==> src/rtl/lc3_ctrl_fsm.sv <==
// Moore control sequencer for the reduced LC-3 datapath: fetch, decode, execute.
// Latency: outputs are registered with the state and change on the edge that enters a state.
// Backpressure: none; HALTED waits for Run, PAUSE waits on a press/release Continue handshake.
module lc3_ctrl_fsm (
  input  logic        Clk,
  input  logic        Reset,
  input  logic        Run,
  input  logic        Continue,
  input  logic [15:0] IR,
  input  logic        BEN,
  output logic        LD_MAR,
  output logic        LD_MDR,
  output logic        LD_IR,
  output logic        LD_BEN,
  output logic        LD_CC,
  output logic        LD_REG,
  output logic        LD_PC,
  output logic        LD_LED,
  output logic        GatePC,
  output logic        GateMDR,
  output logic        GateALU,
  output logic        GateMARMUX,
  output logic [1:0]  PCMUX,
  output logic        DRMUX,
  output logic        SR1MUX,
  output logic        SR2MUX,
  output logic        ADDR1MUX,
  output logic [1:0]  ADDR2MUX,
  output logic [1:0]  ALUK,
  output logic        Mem_OE_N,
  output logic        Mem_WE_N,
  output logic [4:0]  State_dbg
);

  // State codes double as the hex-display value. Classic LC-3 state numbers are
  // kept where they fit in 5 bits; the rest take free codes.
  typedef enum logic [4:0] {
    S00    = 5'd0,
    S01    = 5'd1,
    S33_1  = 5'd3,
    S04    = 5'd4,
    S05    = 5'd5,
    S06    = 5'd6,
    S07    = 5'd7,
    S09    = 5'd9,
    S33_2  = 5'd11,
    S12    = 5'd12,
    PAUSE1 = 5'd13,
    PAUSE2 = 5'd14,
    S16_1  = 5'd16,
    S16_2  = 5'd17,
    S18    = 5'd18,
    S35    = 5'd19,
    S32    = 5'd20,
    S21    = 5'd21,
    S22    = 5'd22,
    S23    = 5'd23,
    S25_1  = 5'd25,
    S25_2  = 5'd26,
    S27    = 5'd27,
    HALTED = 5'd31
  } state_t;

  typedef struct packed {
    logic       ld_mar;
    logic       ld_mdr;
    logic       ld_ir;
    logic       ld_ben;
    logic       ld_cc;
    logic       ld_reg;
    logic       ld_pc;
    logic       gate_pc;
    logic       gate_mdr;
    logic       gate_alu;
    logic       gate_marmux;
    logic [1:0] pcmux;
    logic       drmux;
    logic       sr1mux;
    logic       sr2mux;
    logic       addr1mux;
    logic [1:0] addr2mux;
    logic [1:0] aluk;
    logic       mem_oe_n;
    logic       mem_we_n;
  } ctrl_t;

  function automatic state_t next_of(state_t s, logic run, logic cont,
                                     logic [3:0] op, logic ben);
    state_t n;
    n = HALTED;
    case (s)
      HALTED: n = run ? S18 : HALTED;
      S18:    n = S33_1;
      S33_1:  n = S33_2;
      S33_2:  n = S35;
      S35:    n = S32;
      S32: begin
        case (op)
          4'b0001: n = S01;
          4'b0101: n = S05;
          4'b1001: n = S09;
          4'b0000: n = S00;
          4'b1100: n = S12;
          4'b0100: n = S04;
          4'b0110: n = S06;
          4'b0111: n = S07;
          4'b1101: n = PAUSE1;
          default: n = S18;
        endcase
      end
      S01, S05, S09, S12, S22, S21, S27, S16_2: n = S18;
      S00:    n = ben ? S22 : S18;
      S04:    n = S21;
      S06:    n = S25_1;
      S25_1:  n = S25_2;
      S25_2:  n = S27;
      S07:    n = S23;
      S23:    n = S16_1;
      S16_1:  n = S16_2;
      PAUSE1: n = cont ? PAUSE2 : PAUSE1;
      PAUSE2: n = cont ? PAUSE2 : S18;
      default: n = HALTED;
    endcase
    return n;
  endfunction

  function automatic ctrl_t ctrl_of(state_t s, logic ir5);
    ctrl_t c;
    c = '0;
    c.mem_oe_n = 1'b1;
    c.mem_we_n = 1'b1;
    case (s)
      S18: begin
        c.gate_pc = 1'b1;
        c.ld_mar  = 1'b1;
        c.ld_pc   = 1'b1;
      end
      S33_1, S25_1: c.mem_oe_n = 1'b0;
      S33_2, S25_2: begin
        c.mem_oe_n = 1'b0;
        c.ld_mdr   = 1'b1;
      end
      S35: begin
        c.gate_mdr = 1'b1;
        c.ld_ir    = 1'b1;
      end
      S32: c.ld_ben = 1'b1;
      S01, S05: begin
        c.sr2mux   = ir5;
        c.aluk     = (s == S05) ? 2'b01 : 2'b00;
        c.gate_alu = 1'b1;
        c.ld_reg   = 1'b1;
        c.ld_cc    = 1'b1;
      end
      S09: begin
        c.aluk     = 2'b10;
        c.gate_alu = 1'b1;
        c.ld_reg   = 1'b1;
        c.ld_cc    = 1'b1;
      end
      S22: begin
        c.addr2mux = 2'b10;
        c.pcmux    = 2'b10;
        c.ld_pc    = 1'b1;
      end
      S12: begin
        c.aluk     = 2'b11;
        c.gate_alu = 1'b1;
        c.pcmux    = 2'b01;
        c.ld_pc    = 1'b1;
      end
      S04: begin
        c.gate_pc = 1'b1;
        c.drmux   = 1'b1;
        c.ld_reg  = 1'b1;
      end
      S21: begin
        c.addr2mux = 2'b11;
        c.pcmux    = 2'b10;
        c.ld_pc    = 1'b1;
      end
      S06, S07: begin
        c.addr1mux    = 1'b1;
        c.addr2mux    = 2'b01;
        c.gate_marmux = 1'b1;
        c.ld_mar      = 1'b1;
      end
      S27: begin
        c.gate_mdr = 1'b1;
        c.ld_reg   = 1'b1;
        c.ld_cc    = 1'b1;
      end
      S23: begin
        c.sr1mux   = 1'b1;
        c.aluk     = 2'b11;
        c.gate_alu = 1'b1;
        c.ld_mdr   = 1'b1;
      end
      S16_1, S16_2: c.mem_we_n = 1'b0;
      default: ;
    endcase
    return c;
  endfunction

  state_t state;
  state_t nxt;
  ctrl_t  ctrl_q;
  logic   ld_led_q;
  logic   ir_unused;

  // Only the opcode and the immediate-select bit steer the sequencer.
  assign ir_unused = ^{IR[11:6], IR[4:0]};

  assign nxt = next_of(state, Run, Continue, IR[15:12], BEN);

  // Step the state and register the outputs of the state being entered, so no
  // strobe is ever a decode of a changing state vector (no glitches on Mem_WE_N).
  always_ff @(posedge Clk or negedge Reset) begin
    if (!Reset) begin
      state    <= HALTED;
      ctrl_q   <= ctrl_of(HALTED, 1'b0);
      ld_led_q <= 1'b0;
    end else begin
      state    <= nxt;
      ctrl_q   <= ctrl_of(nxt, IR[5]);
      ld_led_q <= (nxt == PAUSE1) && (state != PAUSE1);
    end
  end

  assign LD_MAR     = ctrl_q.ld_mar;
  assign LD_MDR     = ctrl_q.ld_mdr;
  assign LD_IR      = ctrl_q.ld_ir;
  assign LD_BEN     = ctrl_q.ld_ben;
  assign LD_CC      = ctrl_q.ld_cc;
  assign LD_REG     = ctrl_q.ld_reg;
  assign LD_PC      = ctrl_q.ld_pc;
  assign LD_LED     = ld_led_q;
  assign GatePC     = ctrl_q.gate_pc;
  assign GateMDR    = ctrl_q.gate_mdr;
  assign GateALU    = ctrl_q.gate_alu;
  assign GateMARMUX = ctrl_q.gate_marmux;
  assign PCMUX      = ctrl_q.pcmux;
  assign DRMUX      = ctrl_q.drmux;
  assign SR1MUX     = ctrl_q.sr1mux;
  assign SR2MUX     = ctrl_q.sr2mux;
  assign ADDR1MUX   = ctrl_q.addr1mux;
  assign ADDR2MUX   = ctrl_q.addr2mux;
  assign ALUK       = ctrl_q.aluk;
  assign Mem_OE_N   = ctrl_q.mem_oe_n;
  assign Mem_WE_N   = ctrl_q.mem_we_n;
  assign State_dbg  = state;

endmodule
==> config.mk <==
export PLATFORM = sky130hd
export DESIGN_NAME = lc3_ctrl_fsm
export DESIGN_NICKNAME = d
export VERILOG_FILES = /design/src/rtl/lc3_ctrl_fsm.sv
export SDC_FILE = /design/constraint.sdc
export NUM_CORES = 1
export LEC_CHECK = 0
export ABC_CLOCK_PERIOD_IN_PS = 2750
export BUFFER_PORTS_ARGS = -buffer_cell sky130_fd_sc_hd__buf_2
export CORE_MARGIN = 5
export CORE_UTILIZATION = 52
export CTS_BUF_LIST = sky130_fd_sc_hd__clkbuf_4 sky130_fd_sc_hd__clkbuf_8
export DETAILED_ROUTE_END_ITERATION = 8
export HOLD_SLACK_MARGIN = 0.12
export PLACE_DENSITY = 0.81
export SYNTH_ARGS = -nofsm -noshare
export SYNTH_HDL_FRONTEND = slang
export SYNTH_SLANG_ARGS = --single-unit
==> constraint.sdc <==
create_clock -name Clk -period 2.75 [get_ports Clk]
set_input_delay 0.55 -clock Clk [delete_from_list [all_inputs] [get_ports Clk]]
set_output_delay 0.55 -clock Clk [all_outputs]
set_load 0.005 [all_outputs]
======== Word level (Yosys, flattened, before mapping) ========
Memory sizes are Yosys's and may differ from the RTL's.
Cells that the tools add are included.
cells by class
  eq/ne operators ......................... 45
  multiplexer cells ....................... 25
  reduce and logical (&&, ||, !) cells .... 17
operators with widths
  kind                number
  $eq 5x5->1 const B  23
  $pmux 5 s17         1
  $eq 5x4->1 const B  9
  $eq 5x3->1 const B  8
  $mux 1              17
  $reduce_or 2->1     7
  $pmux 2 s3          2
  $reduce_or 4->1     3
  $eq 5x1->1 const B  2
  $eq 5x2->1 const B  2
  $reduce_or 5->1     2
  $reduce_or 8->1     1
  $reduce_or 3->1     2
  $logic_not 5->1     1
  $mux 5              1
  $ne 5x4->1 const B  1
  $mux 4              1
  $pmux 2 s2          1
  $mux 3              1
  $mux 2              1
  $logic_and 1x1->1   1
storage, ports and cells
  output and inout port bits .............. 29
  memories ................................ 1
  register bits after elaboration ......... 28
  ROM bits ................................ 80
  logic and storage cells ................. 109
  input port bits ......................... 21
memory list
  memory            words  bits a word  rd ports  clocked after memory_dff  write ports  line  source
  (name not given)  16     5            1         0                         0            98    case (op)

======== Longest topological paths before layout ========
  word-level depth ........................ 6
  gate-level depth with buffers ........... 10
  depth with buffers taken out ............ 7

======== Worst setup path before layout ========
OpenSTA, ideal clock, no wires.
  kind .................................... reg2reg
  start point ............................. reg state[4] (netlist: State_dbg[4])
  end point ............................... reg ctrl_q (netlist bit ALUK[0])
  data required time ...................... 2.663 ns
  stages on the path, launching flop included .. 10
  path buffers ............................ 3
  data arrival time ....................... 2.077 ns
  setup slack ............................. 0.586 ns
  period minus slack after synthesis ...... 2.164 ns
  library setup time ...................... 0.087 ns
  cells stage by stage .................... dfstp_2 > buf_2 > nor2_1 > nor4_4 > and4_1 > buf_4 > inv_2 > or3_1 > buf_2 > o211ai_1
between the ends
  longest elaborated chain between the ends .. 6
  elaborated cells on any way between the ends .. 35
  those cells by class .................... 28 x eq/ne; 3 x mux; 4 x reduce/logical
RTL lines
  element                             line      source
  start, declared                     205       state_t state;
  start signal, assigned              224       state <= nxt;
  $eq 5x1->1 (tied with other cells)  91        case (s)
  $reduce_or 8->1                     91
  $pmux 5 s17 (*)                     91
  net nxt[1]                          206       state_t nxt;
  $eq 5x3->1 (tied with other cells)  132, 150
  $mux 1 (tied with other cells)      150       c.aluk = (s == S05) ? 2'b01 : 2'b00;
  $pmux 2 s3 (*)                      132       case (s)
  end signal, assigned                221       ctrl_q <= ctrl_of(HALTED, 1'b0);
  end signal, assigned                225       ctrl_q <= ctrl_of(nxt, IR[5]);
  end, declared                       207       ctrl_t ctrl_q;
Mark *: on every way through the listed nets, which the timed path passes. The rest lies on a longest branch.

======== Worst setup path in the final report ========
  start point ............................. reg state[3] (netlist: State_dbg[3])
  end point ............................... reg ctrl_q (netlist bit ALUK[1])
between the ends
  longest elaborated chain between the ends .. 6
  elaborated cells on any way between the ends .. 34
  those cells by class .................... 28 x eq/ne; 2 x mux; 4 x reduce/logical
RTL lines
  element                                    line
  $eq 5x1->1 (tied with other cells)         91
  $reduce_or 8->1                            91
  $pmux 5 s17 (*)                            91
  net nxt[1]                                 206
  $eq 5x5->1 (tied with other cells)         132
  $reduce_or 2->1, on equally long branches  -
  $pmux 2 s3 (*)                             132
Marks and branches as above.

==> results.toml <==
[outcome]
status = "finished clean"

[layout]
drive_above_1_share = 0.335
layout.cells.most_common = "buf_2"
post-route-util = 0.618
finalNonFillerCells = 230
multi_input_area_um2 = 757
filler_cell_count = 261
n_antenna_cell = 0
layout_common_cells = "38 x buf_2, 21 x dfrtp_1, 13 x nand2_1"
area_growth_pct = 16.1
seqCellArea_um2 = 713
nNetsFinal = 219

[power]
vdd_drop_max_mv = 0.836
p_leak_nw = 0.916
p_total_w = 0.00212
power_density_nw_per_um2 = 1150

[yosys]
synth-seq-cells = 28
synth_cell_type_count = 50
synth.avg_cell_area_um2 = 9.67
synth_flop_cell = "dfrtp_1"
ys_warn_count = 0
yosys.area.top_type = "dfrtp_1"
synthTopCellsByArea = "dfrtp_1 33%, dfstp_2 12%, buf_2 3.8%, nand2_1 3.1%, nand3_1 2.8%"
synth_fp_nets = 185
synth_edf_count = 0
netlist_area_um2 = 1590
netlist.area_leader.share = 0.331
postSynthCellCount = 164
ys_async_sr_fraction = 1.00
ys_seq_area_frac = 0.448

[timing]
final-hold-violation-count = 0
setup_viol = 0
finalCritPeriodShare = 0.927
fin_tns_setup_ns = 0
final.min_clock_period_ns = 2.55
worstMarginPinSlew_ns = 0.596
rsz0062_at_grt = "no"
clock_skew_ns = 0.00809
timing.slew.headroom = 0.598
layout_setup_ws_ns = 0.201
fmax_mhz = 392
drv_slew = 0

[setup_path]
r2r_setup_slack_ns = 0.20
crit_type = "reg -> reg"
endpoint_kind = "register"
startpoint = "State_dbg[3]$_DFF_PN1_"
cp_max_fo = 18
cp-start-kind = "register"
required_ns = 3.00
crit_arrival_ns = 2.80
r2r_start = "State_dbg[3]$_DFF_PN1_"

[detailed_routing]
first_pass_iters = 4
drc = 0
routed_via_density = 6.06
drtIter0Drc = 44
vias = 1394
wl_per_cell_um = 16.1
wl_um = 3690
ant_nets = 0

[placed_design]
gp_congestion = 0.888
dp_hpwl_um = 2770
numPortBuffers = 38
place_ws_ns = 0.228
placed_cells = 226

[grt]
grt_pass1_vias = 1344
grt_usage = 0.181
grt_max_degree = 29
grt_pass1_wl_um = 6130
grt_overflow_total = 0
antenna_found_initial = 0

[floorplan]
dieArea_um2 = 4250
core_area_um2 = 2980
initial_utilization = 0.532
ios = 50
die_w_um = 65.2
rows = 20
die_height_um = 65.2

[clocking]
cts-root-buf = "clkbuf_4"
post_cts_buffers = 0
cts_tree = "done"
clkLatencyLatePin_ns = 0.33
cts_sinks = 28
cts-buffers-inserted = 3
cts.htree.levels = 1
clock_path_buffers = 2
clkTransAtPathRegs_ns = 0.15

[flow_run]
timing.max_cap.violations = 0

[min_path]
hold_path.class = "in -> async"
==> synth_stat cells, types with 2 or more instances <==
master and number:
a21oi_1 4, a2bb2oi_2 2, and2_1 2, and4_1 2, buf_2 12, buf_4 2, dfrtp_1 21, dfstp_2 7
inv_1 9, inv_2 2, nand2_1 13, nand2b_1 4, nand3_1 9, nand3b_1 5, nand4_1 4, nor2_1 9
nor2b_1 4, nor3_1 6, o2111ai_1 3, o211ai_1 5, o21a_1 2, o21ai_0 2, o21ai_1 3, o31ai_1 3
o32a_1 2, xnor2_1 3
==> worst paths after layout <==
check | to | depth (start not counted)
setup / recovery | ALUK[1]$_DFF_PN0_ | 7
hold / removal | GateALU$_DFF_PN0_ | 1
setup reg to reg | ALUK[1]$_DFF_PN0_ | 7
hold reg to reg | Mem_WE_N$_DFF_PN1_ | 2
max in group asynchronous | ADDR2MUX[0]$_DFF_PN0_ | 1
min in group Clk | SR2MUX$_DFF_PN0_ | 3
==> registers in the layout, indices dropped and copies added (netlist names) <==
register and flops:
ADDR1MUX 1, ADDR2MUX 2, ALUK 2, DRMUX 1
GateALU 1, GateMDR 1, GatePC 1, LD_BEN 1
LD_CC 1, LD_IR 1, LD_LED 1, LD_MAR 1
LD_MDR 1, LD_PC 1, LD_REG 1, Mem_OE_N 1
Mem_WE_N 1, PCMUX 2, SR1MUX 1, SR2MUX 1
State_dbg 5
==> metal layers <==
| layer | track usage | routed length (um) | up-vias |
|---|---|---|---|
| met4 | 0.0466 | 63 | 0 |
| met2 | 0.327 | 1890 | 53 |
| met5 | 0 | 0 | - |
| met1 | 0.222 | 1560 | 672 |
| met3 | 0.0291 | 181 | 8 |
| li1 | - | - | 661 |
==> through the flow <==
stage	instance area (um^2)	hold WS [ns]
finish	1840	0.194
global route	1840	0.225
CTS	1830	0.209
detailed placement	1780	0.589
global placement	1780	0.564
floorplan	1590	0.254
==> cell families after synthesis <==
family          synth area share
simple gates               0.264
compound gates             0.191
flops                      0.448
buf+inv                   0.0805
xor+xnor                  0.0166
==> power breakdown <==
part / switching (W) / internal (W)
clock: 0.000120 / 0.000148
sequential: 0.000200 / 0.000568
combinational: 0.000610 / 0.000471
==> critical path, stage by stage (launching register included) <==
cell      delay [ns]
dfstp_4         0.76
nand2b_1        0.17
nor2_1          0.08
nor4_4          0.32
and4_1          0.37
inv_2           0.06
or3_1           0.48
o211ai_1        0.23
==> timing repair <==
action | in CTS | in global routing
hold buffers | 0 | 0
endpoints found under the hold margin | 0 | 0
gates resized for setup | 0 | 2
endpoints found under the setup margin | 0 | 1
==> layout make-up <==
class,instances,area share
inverters,11,0.0224
flip-flops and latches,28,0.387
repair buffers,44,0.128
well taps,33,0.0224
clock inverters,1,0.0163
clock buffers,3,0.0122
multi-input cells,110,0.411
Power figures use the tool's default switching activity.
